==> config.mk <==
export PLATFORM = sky130hd
export DESIGN_NAME = mem_arbiter
export DESIGN_NICKNAME = d
export VERILOG_FILES = /design/src/rtl/cpu_pkg.sv /design/src/rtl/mem_arb_grant.sv /design/src/rtl/mem_arbiter.sv
export SDC_FILE = /design/constraint.sdc
export NUM_CORES = 1
export LEC_CHECK = 0
export CORE_MARGIN = 1
export CORE_UTILIZATION = 42
export CTS_CLUSTER_DIAMETER = 150
export CTS_CLUSTER_SIZE = 40
export DETAILED_ROUTE_END_ITERATION = 16
export GPL_TIMING_DRIVEN = 0
export PLACE_DENSITY = 0.81
export SYNTH_ARGS = -nofsm -noshare
export SYNTH_HDL_FRONTEND = slang
export SYNTH_SLANG_ARGS = --single-unit
==> constraint.sdc <==
create_clock -name clk -period 2.21 [get_ports clk]
set_clock_uncertainty 0.15 [all_clocks]
set_input_delay 0.442 -clock clk [delete_from_list [all_inputs] [get_ports clk]]
set_output_delay 0.442 -clock clk [all_outputs]
set_load 0.05 [all_outputs]
==> src/rtl/cpu_pkg.sv <==
// cpu_pkg: AXI4-Lite response codes, memory-arbiter FSM states, protection encodings
// and the grant-vector bit positions shared by mem_arbiter and mem_arb_grant.
package cpu_pkg;

    typedef enum logic [1:0] {
        AXI_OKAY   = 2'b00,
        AXI_EXOKAY = 2'b01,
        AXI_SLVERR = 2'b10,
        AXI_DECERR = 2'b11
    } axi_resp_t;

    typedef enum logic [2:0] {
        ST_IDLE,
        ST_RADDR,
        ST_RDATA,
        ST_WADDR,
        ST_WRESP,
        ST_DONE
    } mem_arb_state_t;

    localparam logic [2:0] AXI_PROT_INSTR = 3'b100;
    localparam logic [2:0] AXI_PROT_DATA  = 3'b000;

    localparam int unsigned GNT_LS = 0;
    localparam int unsigned GNT_IF = 1;

    // SLVERR and DECERR both have bit 1 set; OKAY/EXOKAY do not.
    function automatic logic resp_is_err(input axi_resp_t resp);
        return resp[1];
    endfunction

endpackage

==> src/rtl/mem_arb_grant.sv <==
// mem_arb_grant: one-hot grant between fetch and load/store requests.
// MEM_ARB_RR_EN enables a round-robin priority pointer; otherwise the LSU always wins.
module mem_arb_grant
    import cpu_pkg::*;
(
    input  logic       i_clk,
    input  logic       i_rst_n,
    input  logic       i_if_req,
    input  logic       i_ls_req,
    input  logic       i_take,
    output logic [1:0] o_gnt
);

`ifdef MEM_ARB_RR_EN
    logic r_prio_if;

    // After any grant, the requester that was not served gets priority next.
    always_ff @(posedge i_clk or negedge i_rst_n) begin
        if (!i_rst_n) begin
            r_prio_if <= 1'b0;
        end else if (i_take) begin
            r_prio_if <= o_gnt[GNT_LS];
        end
    end

    always_comb begin
        o_gnt = '0;
        if (i_if_req && (!i_ls_req || r_prio_if)) begin
            o_gnt[GNT_IF] = 1'b1;
        end else if (i_ls_req) begin
            o_gnt[GNT_LS] = 1'b1;
        end
    end
`else
    logic w_unused;
    assign w_unused = i_clk ^ i_rst_n ^ i_take;

    always_comb begin
        o_gnt = '0;
        if (i_ls_req) begin
            o_gnt[GNT_LS] = 1'b1;
        end else if (i_if_req) begin
            o_gnt[GNT_IF] = 1'b1;
        end
    end
`endif

endmodule

==> src/rtl/mem_arbiter.sv <==
// mem_arbiter: shares one AXI4-Lite master between instruction fetch and load/store,
// one outstanding transaction at a time. MEM_ARB_RR_EN selects round-robin arbitration.
module mem_arbiter
    import cpu_pkg::*;
(
    input  logic        clk,
    input  logic        rst_l,
    input  logic        if_req,
    input  logic [31:0] if_addr,
    output logic        if_ack,
    output logic [31:0] if_rdata,
    output logic        if_err,
    input  logic        ls_req,
    input  logic        ls_we,
    input  logic [31:0] ls_addr,
    input  logic [31:0] ls_wdata,
    input  logic [3:0]  ls_wstrb,
    output logic        ls_ack,
    output logic [31:0] ls_rdata,
    output logic        ls_err,
    output logic [31:0] axi_awaddr,
    output logic [2:0]  axi_awprot,
    output logic        axi_awvalid,
    input  logic        axi_awready,
    output logic [31:0] axi_wdata,
    output logic [3:0]  axi_wstrb,
    output logic        axi_wvalid,
    input  logic        axi_wready,
    input  logic [1:0]  axi_bresp,
    input  logic        axi_bvalid,
    output logic        axi_bready,
    output logic [31:0] axi_araddr,
    output logic [2:0]  axi_arprot,
    output logic        axi_arvalid,
    input  logic        axi_arready,
    input  logic [31:0] axi_rdata,
    input  logic [1:0]  axi_rresp,
    input  logic        axi_rvalid,
    output logic        axi_rready
);

    mem_arb_state_t r_state, w_nxt_state;

    logic        r_owner_if,  w_nxt_owner_if;
    logic        r_arvalid,   w_nxt_arvalid;
    logic [31:0] r_araddr,    w_nxt_araddr;
    logic [2:0]  r_arprot,    w_nxt_arprot;
    logic        r_rready,    w_nxt_rready;
    logic        r_awvalid,   w_nxt_awvalid;
    logic [31:0] r_awaddr,    w_nxt_awaddr;
    logic        r_wvalid,    w_nxt_wvalid;
    logic [31:0] r_wdata,     w_nxt_wdata;
    logic [3:0]  r_wstrb,     w_nxt_wstrb;
    logic        r_bready,    w_nxt_bready;
    logic        r_if_ack,    w_nxt_if_ack;
    logic [31:0] r_if_rdata,  w_nxt_if_rdata;
    logic        r_if_err,    w_nxt_if_err;
    logic        r_ls_ack,    w_nxt_ls_ack;
    logic [31:0] r_ls_rdata,  w_nxt_ls_rdata;
    logic        r_ls_err,    w_nxt_ls_err;

    logic [1:0]  w_gnt;
    logic        w_take;
    logic        w_aw_done;
    logic        w_w_done;

    mem_arb_grant u_grant (
        .i_clk    (clk),
        .i_rst_n  (rst_l),
        .i_if_req (if_req),
        .i_ls_req (ls_req),
        .i_take   (w_take),
        .o_gnt    (w_gnt)
    );

    assign w_take    = (r_state == ST_IDLE) && (w_gnt != '0);
    assign w_aw_done = !r_awvalid || axi_awready;
    assign w_w_done  = !r_wvalid  || axi_wready;

    always_ff @(posedge clk or negedge rst_l) begin
        if (!rst_l) begin
            r_state <= ST_IDLE;
        end else begin
            r_state <= w_nxt_state;
        end
    end

    always_comb begin
        w_nxt_state    = r_state;
        w_nxt_owner_if = r_owner_if;
        w_nxt_arvalid  = r_arvalid;
        w_nxt_araddr   = r_araddr;
        w_nxt_arprot   = r_arprot;
        w_nxt_rready   = r_rready;
        w_nxt_awvalid  = r_awvalid;
        w_nxt_awaddr   = r_awaddr;
        w_nxt_wvalid   = r_wvalid;
        w_nxt_wdata    = r_wdata;
        w_nxt_wstrb    = r_wstrb;
        w_nxt_bready   = r_bready;
        w_nxt_if_ack   = 1'b0;
        w_nxt_if_rdata = r_if_rdata;
        w_nxt_if_err   = 1'b0;
        w_nxt_ls_ack   = 1'b0;
        w_nxt_ls_rdata = r_ls_rdata;
        w_nxt_ls_err   = 1'b0;

        case (r_state)
            ST_IDLE: begin
                if (w_gnt[GNT_LS]) begin
                    w_nxt_owner_if = 1'b0;
                    if (ls_we) begin
                        w_nxt_awvalid = 1'b1;
                        w_nxt_wvalid  = 1'b1;
                        w_nxt_awaddr  = ls_addr;
                        w_nxt_wdata   = ls_wdata;
                        w_nxt_wstrb   = ls_wstrb;
                        w_nxt_state   = ST_WADDR;
                    end else begin
                        w_nxt_arvalid = 1'b1;
                        w_nxt_araddr  = ls_addr;
                        w_nxt_arprot  = AXI_PROT_DATA;
                        w_nxt_state   = ST_RADDR;
                    end
                end else if (w_gnt[GNT_IF]) begin
                    w_nxt_owner_if = 1'b1;
                    w_nxt_arvalid  = 1'b1;
                    w_nxt_araddr   = if_addr;
                    w_nxt_arprot   = AXI_PROT_INSTR;
                    w_nxt_state    = ST_RADDR;
                end
            end
            ST_RADDR: begin
                if (axi_arready) begin
                    w_nxt_arvalid = 1'b0;
                    w_nxt_rready  = 1'b1;
                    w_nxt_state   = ST_RDATA;
                end
            end
            ST_RDATA: begin
                if (axi_rvalid) begin
                    w_nxt_rready = 1'b0;
                    w_nxt_state  = ST_DONE;
                    if (r_owner_if) begin
                        w_nxt_if_ack   = 1'b1;
                        w_nxt_if_rdata = axi_rdata;
                        w_nxt_if_err   = resp_is_err(axi_resp_t'(axi_rresp));
                    end else begin
                        w_nxt_ls_ack   = 1'b1;
                        w_nxt_ls_rdata = axi_rdata;
                        w_nxt_ls_err   = resp_is_err(axi_resp_t'(axi_rresp));
                    end
                end
            end
            // AW and W retire independently; leave once both have handshaken.
            ST_WADDR: begin
                if (r_awvalid && axi_awready) begin
                    w_nxt_awvalid = 1'b0;
                end
                if (r_wvalid && axi_wready) begin
                    w_nxt_wvalid = 1'b0;
                end
                if (w_aw_done && w_w_done) begin
                    w_nxt_bready = 1'b1;
                    w_nxt_state  = ST_WRESP;
                end
            end
            ST_WRESP: begin
                if (axi_bvalid) begin
                    w_nxt_bready = 1'b0;
                    w_nxt_ls_ack = 1'b1;
                    w_nxt_ls_err = resp_is_err(axi_resp_t'(axi_bresp));
                    w_nxt_state  = ST_DONE;
                end
            end
            ST_DONE: begin
                w_nxt_state = ST_IDLE;
            end
            default: begin
                w_nxt_state = ST_IDLE;
            end
        endcase
    end

    always_ff @(posedge clk or negedge rst_l) begin
        if (!rst_l) begin
            r_owner_if <= 1'b0;
            r_arvalid  <= 1'b0;
            r_araddr   <= '0;
            r_arprot   <= '0;
            r_rready   <= 1'b0;
            r_awvalid  <= 1'b0;
            r_awaddr   <= '0;
            r_wvalid   <= 1'b0;
            r_wdata    <= '0;
            r_wstrb    <= '0;
            r_bready   <= 1'b0;
            r_if_ack   <= 1'b0;
            r_if_rdata <= '0;
            r_if_err   <= 1'b0;
            r_ls_ack   <= 1'b0;
            r_ls_rdata <= '0;
            r_ls_err   <= 1'b0;
        end else begin
            r_owner_if <= w_nxt_owner_if;
            r_arvalid  <= w_nxt_arvalid;
            r_araddr   <= w_nxt_araddr;
            r_arprot   <= w_nxt_arprot;
            r_rready   <= w_nxt_rready;
            r_awvalid  <= w_nxt_awvalid;
            r_awaddr   <= w_nxt_awaddr;
            r_wvalid   <= w_nxt_wvalid;
            r_wdata    <= w_nxt_wdata;
            r_wstrb    <= w_nxt_wstrb;
            r_bready   <= w_nxt_bready;
            r_if_ack   <= w_nxt_if_ack;
            r_if_rdata <= w_nxt_if_rdata;
            r_if_err   <= w_nxt_if_err;
            r_ls_ack   <= w_nxt_ls_ack;
            r_ls_rdata <= w_nxt_ls_rdata;
            r_ls_err   <= w_nxt_ls_err;
        end
    end

    assign if_ack      = r_if_ack;
    assign if_rdata    = r_if_rdata;
    assign if_err      = r_if_err;
    assign ls_ack      = r_ls_ack;
    assign ls_rdata    = r_ls_rdata;
    assign ls_err      = r_ls_err;
    assign axi_awaddr  = r_awaddr;
    assign axi_awprot  = AXI_PROT_DATA;
    assign axi_awvalid = r_awvalid;
    assign axi_wdata   = r_wdata;
    assign axi_wstrb   = r_wstrb;
    assign axi_wvalid  = r_wvalid;
    assign axi_bready  = r_bready;
    assign axi_araddr  = r_araddr;
    assign axi_arprot  = r_arprot;
    assign axi_arvalid = r_arvalid;
    assign axi_rready  = r_rready;

endmodule

==> impl_summary.md <==
Routing
The count of antenna-violating nets left after detailed routing is 0. For this run, design rule violations remaining after detail routing come to 0. The mean routed wirelength per cell is approximately 19 um.

Before antenna repair, the detailed router went through 4 iterations. After detailed routing, the number of vias per cell comes to 4.92. After the first detailed-routing iteration, the DRC count stood at about 160. Summing over every cut layer, the via total after detailed routing is between 5,000 and 6,000. The final wirelength is 19,400 um.

CTS
The master cell of the clock root buffer is clkbuf_16. The clock net in this run drives a total of around 180 sinks. The clock input transition at the sequential cells of the worst setup and hold paths is 0.07 ns.

The number of levels in the clock H-tree is 4. The clock reaches the later pin of the worst-skew pair after between 0.4 and 0.5 ns. No sink is reached through more buffers than the 2 on the longest clock path. TritonCTS built the clock tree. The number of buffers created by CTS is 17.

Place
In this run the tool buffered the top-level ports with 317 buffer cells. The wire-length estimate of the detail-placed layout is 14,400 um. The instance area after placement is between 10,000 and 15,000 um2.

The weighted congestion reported at the end of routability-driven placement is roughly 0.8. The number of instances in the placed design is between 900 and 1,000.

Synthesis
In the synthesized netlist the dominant register cell turns out to be dfrtp_1. The area share of xor/xnor cells in the synthesized design is 0%. The mean cell area of the mapped netlist is approximately 16 um2. After Yosys synthesis, full adders, half adders and majority gates account for 0% of the synthesized area. Yosys attributes the largest share of cell area to dfrtp_1 (62%), mux2_2 (30%), buf_4 (1.6%).

The distinct cell type count of the synthesized netlist is 33. Of the total synthesized cell area, the portion taken by AND, OR, NAND and NOR gates is 1.92%. The sequential share of the synthesized area is 62.0%. The portion of synthesized cell area occupied by the leading cell type is approximately 62%. Counting flops and latches in the post-synthesis netlist gives 178. The gate count of the mapped netlist is about 450. The post-synthesis mux area share is 30.7%.

The share of synthesized registers carrying an async set or reset is 100%. The synthesized design contains 0 enable-type register cells. The combinational family with the most area after synthesis is multiplexers. The mapped cell area is 7180 um2. Yosys printed 0 warnings. Summed over all instances, the cell type with the most area after synthesis is dfrtp_1. The share of the synthesized area in compound gates (AO/OA/AOI/OAI) is under 10%.

Floorplan
The die footprint is about 18,000 um2. The floorplan step set the die width to 133 um. The core outline area is 16,600 um2. In this run the count of I/O pins placed on the die edge is 325. The initial cell density of the core is 43.2%.

From bottom edge to top edge, the die measures 133 um. The total number of placement rows is 47.

Timing
The final number of setup-violating endpoints is 0. The final hold violation count came to 0. The peak clock frequency supported by timing is 0.459 GHz.

The total count of max-transition violations in the final report is 0. The worst path needs roughly 2.2 ns of the cycle, external delays included. The relative slew slack is 54.2%. After layout, the worst path uses 98.5% of the clock period. The slew at the pin closest to its max-slew limit is 0.687 ns.

Critical path
The signal on the critical path passes through clkdlybuf4s50_1. The type of destination of the critical path is an output pin. The kind of critical path is reg -> out. The library cell contributing the largest single delay on the critical path is clkdlybuf4s50_1.

For the worst setup path, the data required time is between 1.5 and 2 ns. The category of the worst setup path launch point is a flip-flop. The timing endpoint of the critical path is ls_rdata[10]. The worst-case register-to-register setup slack is 0.14 ns. In this run the number of cells on the critical path is 1.

The maximum fanout along the worst path is 2. The family with the most delay on the worst path is buffers and inverters. The data arrival time at the worst-slack endpoint is between 1.5 and 2 ns. On the worst path, the slowest cell contributes a delay of slightly above 0.8 ns. The reg-to-reg endpoint is axi_araddr[10]$_DFFE_PN0P_. The worst register-to-register path begins at r_state[1]$_DFFE_PN0P_.

Together, buffers and inverters on the worst path number 1. The beginning of the critical path is ls_rdata[10]$_DFFE_PN0P_. The worst-case reg-to-reg path depth is 5.

Finish
The filler-free cell count of the finished design is between 1,000 and 1,500. In the final design database the tool counted 939 nets. The post-synthesis to final-layout area growth is 60.6%.

The fraction of the core area covered by cells at the end of the flow is 69.3%. The fraction of final layout cells sized beyond drive strength 1 is 32.0%. The repair_antennas step left the layout with diodes totalling 0.

The finished layout cell area is 11,500 um2.

Global routing
The initial antenna violation count is 0. The wire length of the first global-routing pass is around 30,000 um. The number of global-route vias before repair is 5,555.

The pin count of the biggest net entering global routing is 91. Global routing finished with a remaining overflow of 0. The total global routing track utilization is 22.6%.

Outcome
The run finished with clean final reports.

Power
The analysis attributes to cell leakage a power of ~6 nW. Dividing total power by cell area gives a power density of 1780 nW/um2. The worst-case IR drop observed on VDD is 1.01 mV.

Run
The count of maximum capacitance violations is 0.

Worst hold path
The worst min-delay path category is reg -> reg.
[where the power goes]
part           internal, mW  switching, mW  total (mW)  leakage [nW]
clock network          2.14           1.31        3.45         0.328
logic                  3.94           7.51        11.5          3.40
registers              4.87          0.810        5.68          2.14
total                  11.0           9.63        20.6          5.87
[area by class of cell]
type | instances | area (um2)
clock inverter | 14 | 248
buffer | 29 | 201
timing repair buffer | 319 | 3380
clock buffer | 18 | 429
tap | 220 | 275
inverter | 4 | 15.0
multi-input combinational | 244 | 2530
fill | 1163 | 5100
sequential | 178 | 4450
[layer usage]
| layer | wire length (um) | GRT usage [%] |
|---|---|---|
| met1 | 7250 | 25.4 |
| met2 | 10400 | 39.5 |
| met3 | 1100 | 6.32 |
| met4 | 730 | 11.2 |
| met5 | 0 | 0 |
[through the flow]
| step | power, mW | TNS (ns) | worst slack (ns) | hold WS [ns] |
|---|---|---|---|---|
| floorplan | 13.4 | 0 | 0.360 | -0.00359 |
| global placement | 17.4 | -1174.71 | -6.32 | 0.321 |
| detailed placement | 17.7 | -56.81 | -0.614 | 0.328 |
| CTS | 20.8 | 0 | 0.000246 | 0.342 |
| global route | 21.4 | -0.000264 | -0.000264 | 0.353 |
| finish | 20.6 | 0 | 0.0332 | 0.339 |
[placed cells by master (no fill, tap or decap), types with 2 or more instances in the layout]
master	n
a22o_1	2
nand2b_1	4
conb_1	5
dlymetal6s2s_1	93
mux2_1	5
clkbuf_2	2
nor2b_1	4
o21ai_0	5
mux2_2	191
inv_6	4
nand3_1	3
clkbuf_16	17
inv_1	4
buf_6	3
nor2_1	3
o31ai_1	2
a2bb2oi_1	2
dlygate4sd2_1	54
buf_2	9
clkdlybuf4s50_1	169
dfrtp_1	178
a21oi_1	4
nor3_4	2
bufinv_16	6
buf_4	15
[flip-flops by register name, indices dropped and copies added (netlist names), 3 cells and up]
| signal | count |
|---|---|
| axi_araddr | 32 |
| axi_awaddr | 32 |
| axi_wdata | 32 |
| if_rdata | 32 |
| ls_rdata | 32 |
| axi_wstrb | 4 |
| r_state | 3 |
[synthesized netlist by cell type, types with 2 or more instances]
cell type  count
mux2_2       191
dfrtp_1      178
buf_4         15
buf_2          9
mux2_1         5
o21ai_0        5
a21oi_1        4
inv_1          4
nand2b_1       4
nor2b_1        4
buf_6          3
nand3_1        3
nor2_1         3
a22o_1         2
a2bb2oi_1      2
o31ai_1        2
[what timing repair did]
item                                   4_1_cts  5_1_grt
endpoints found under the hold margin       89        0
hold buffers                                 1        0
gates resized for setup                     55       94
setup endpoints to repair                  148      109
setup buffers                                0        0
pin swaps                                    0        0
[how the worst min path moves through the flow]
stage	from	end	slack (ns)	cells past startpoint
global route	ls_rdata[27]$_DFFE_PN0P_	ls_rdata[27]$_DFFE_PN0P_	0.35	1
floorplan	rst_l	axi_araddr[0]$_DFFE_PN0P_	-0.004	0
finish	ls_rdata[27]$_DFFE_PN0P_	ls_rdata[27]$_DFFE_PN0P_	0.34	1
global placement	ls_rdata[26]$_DFFE_PN0P_	ls_rdata[26]$_DFFE_PN0P_	0.32	1
CTS	ls_rdata[27]$_DFFE_PN0P_	ls_rdata[27]$_DFFE_PN0P_	0.34	1
detailed placement	ls_rdata[27]$_DFFE_PN0P_	ls_rdata[27]$_DFFE_PN0P_	0.33	1
[kinds of logic after synthesis]
group                  after synthesis
multiplexers                       196
other                                1
buffers and inverters               33
flip-flops                         178
AO/OA/AOI/OAI                       22
AND/OR/NAND/NOR                     21
Note: power is estimated with default switching activity, not from simulation.
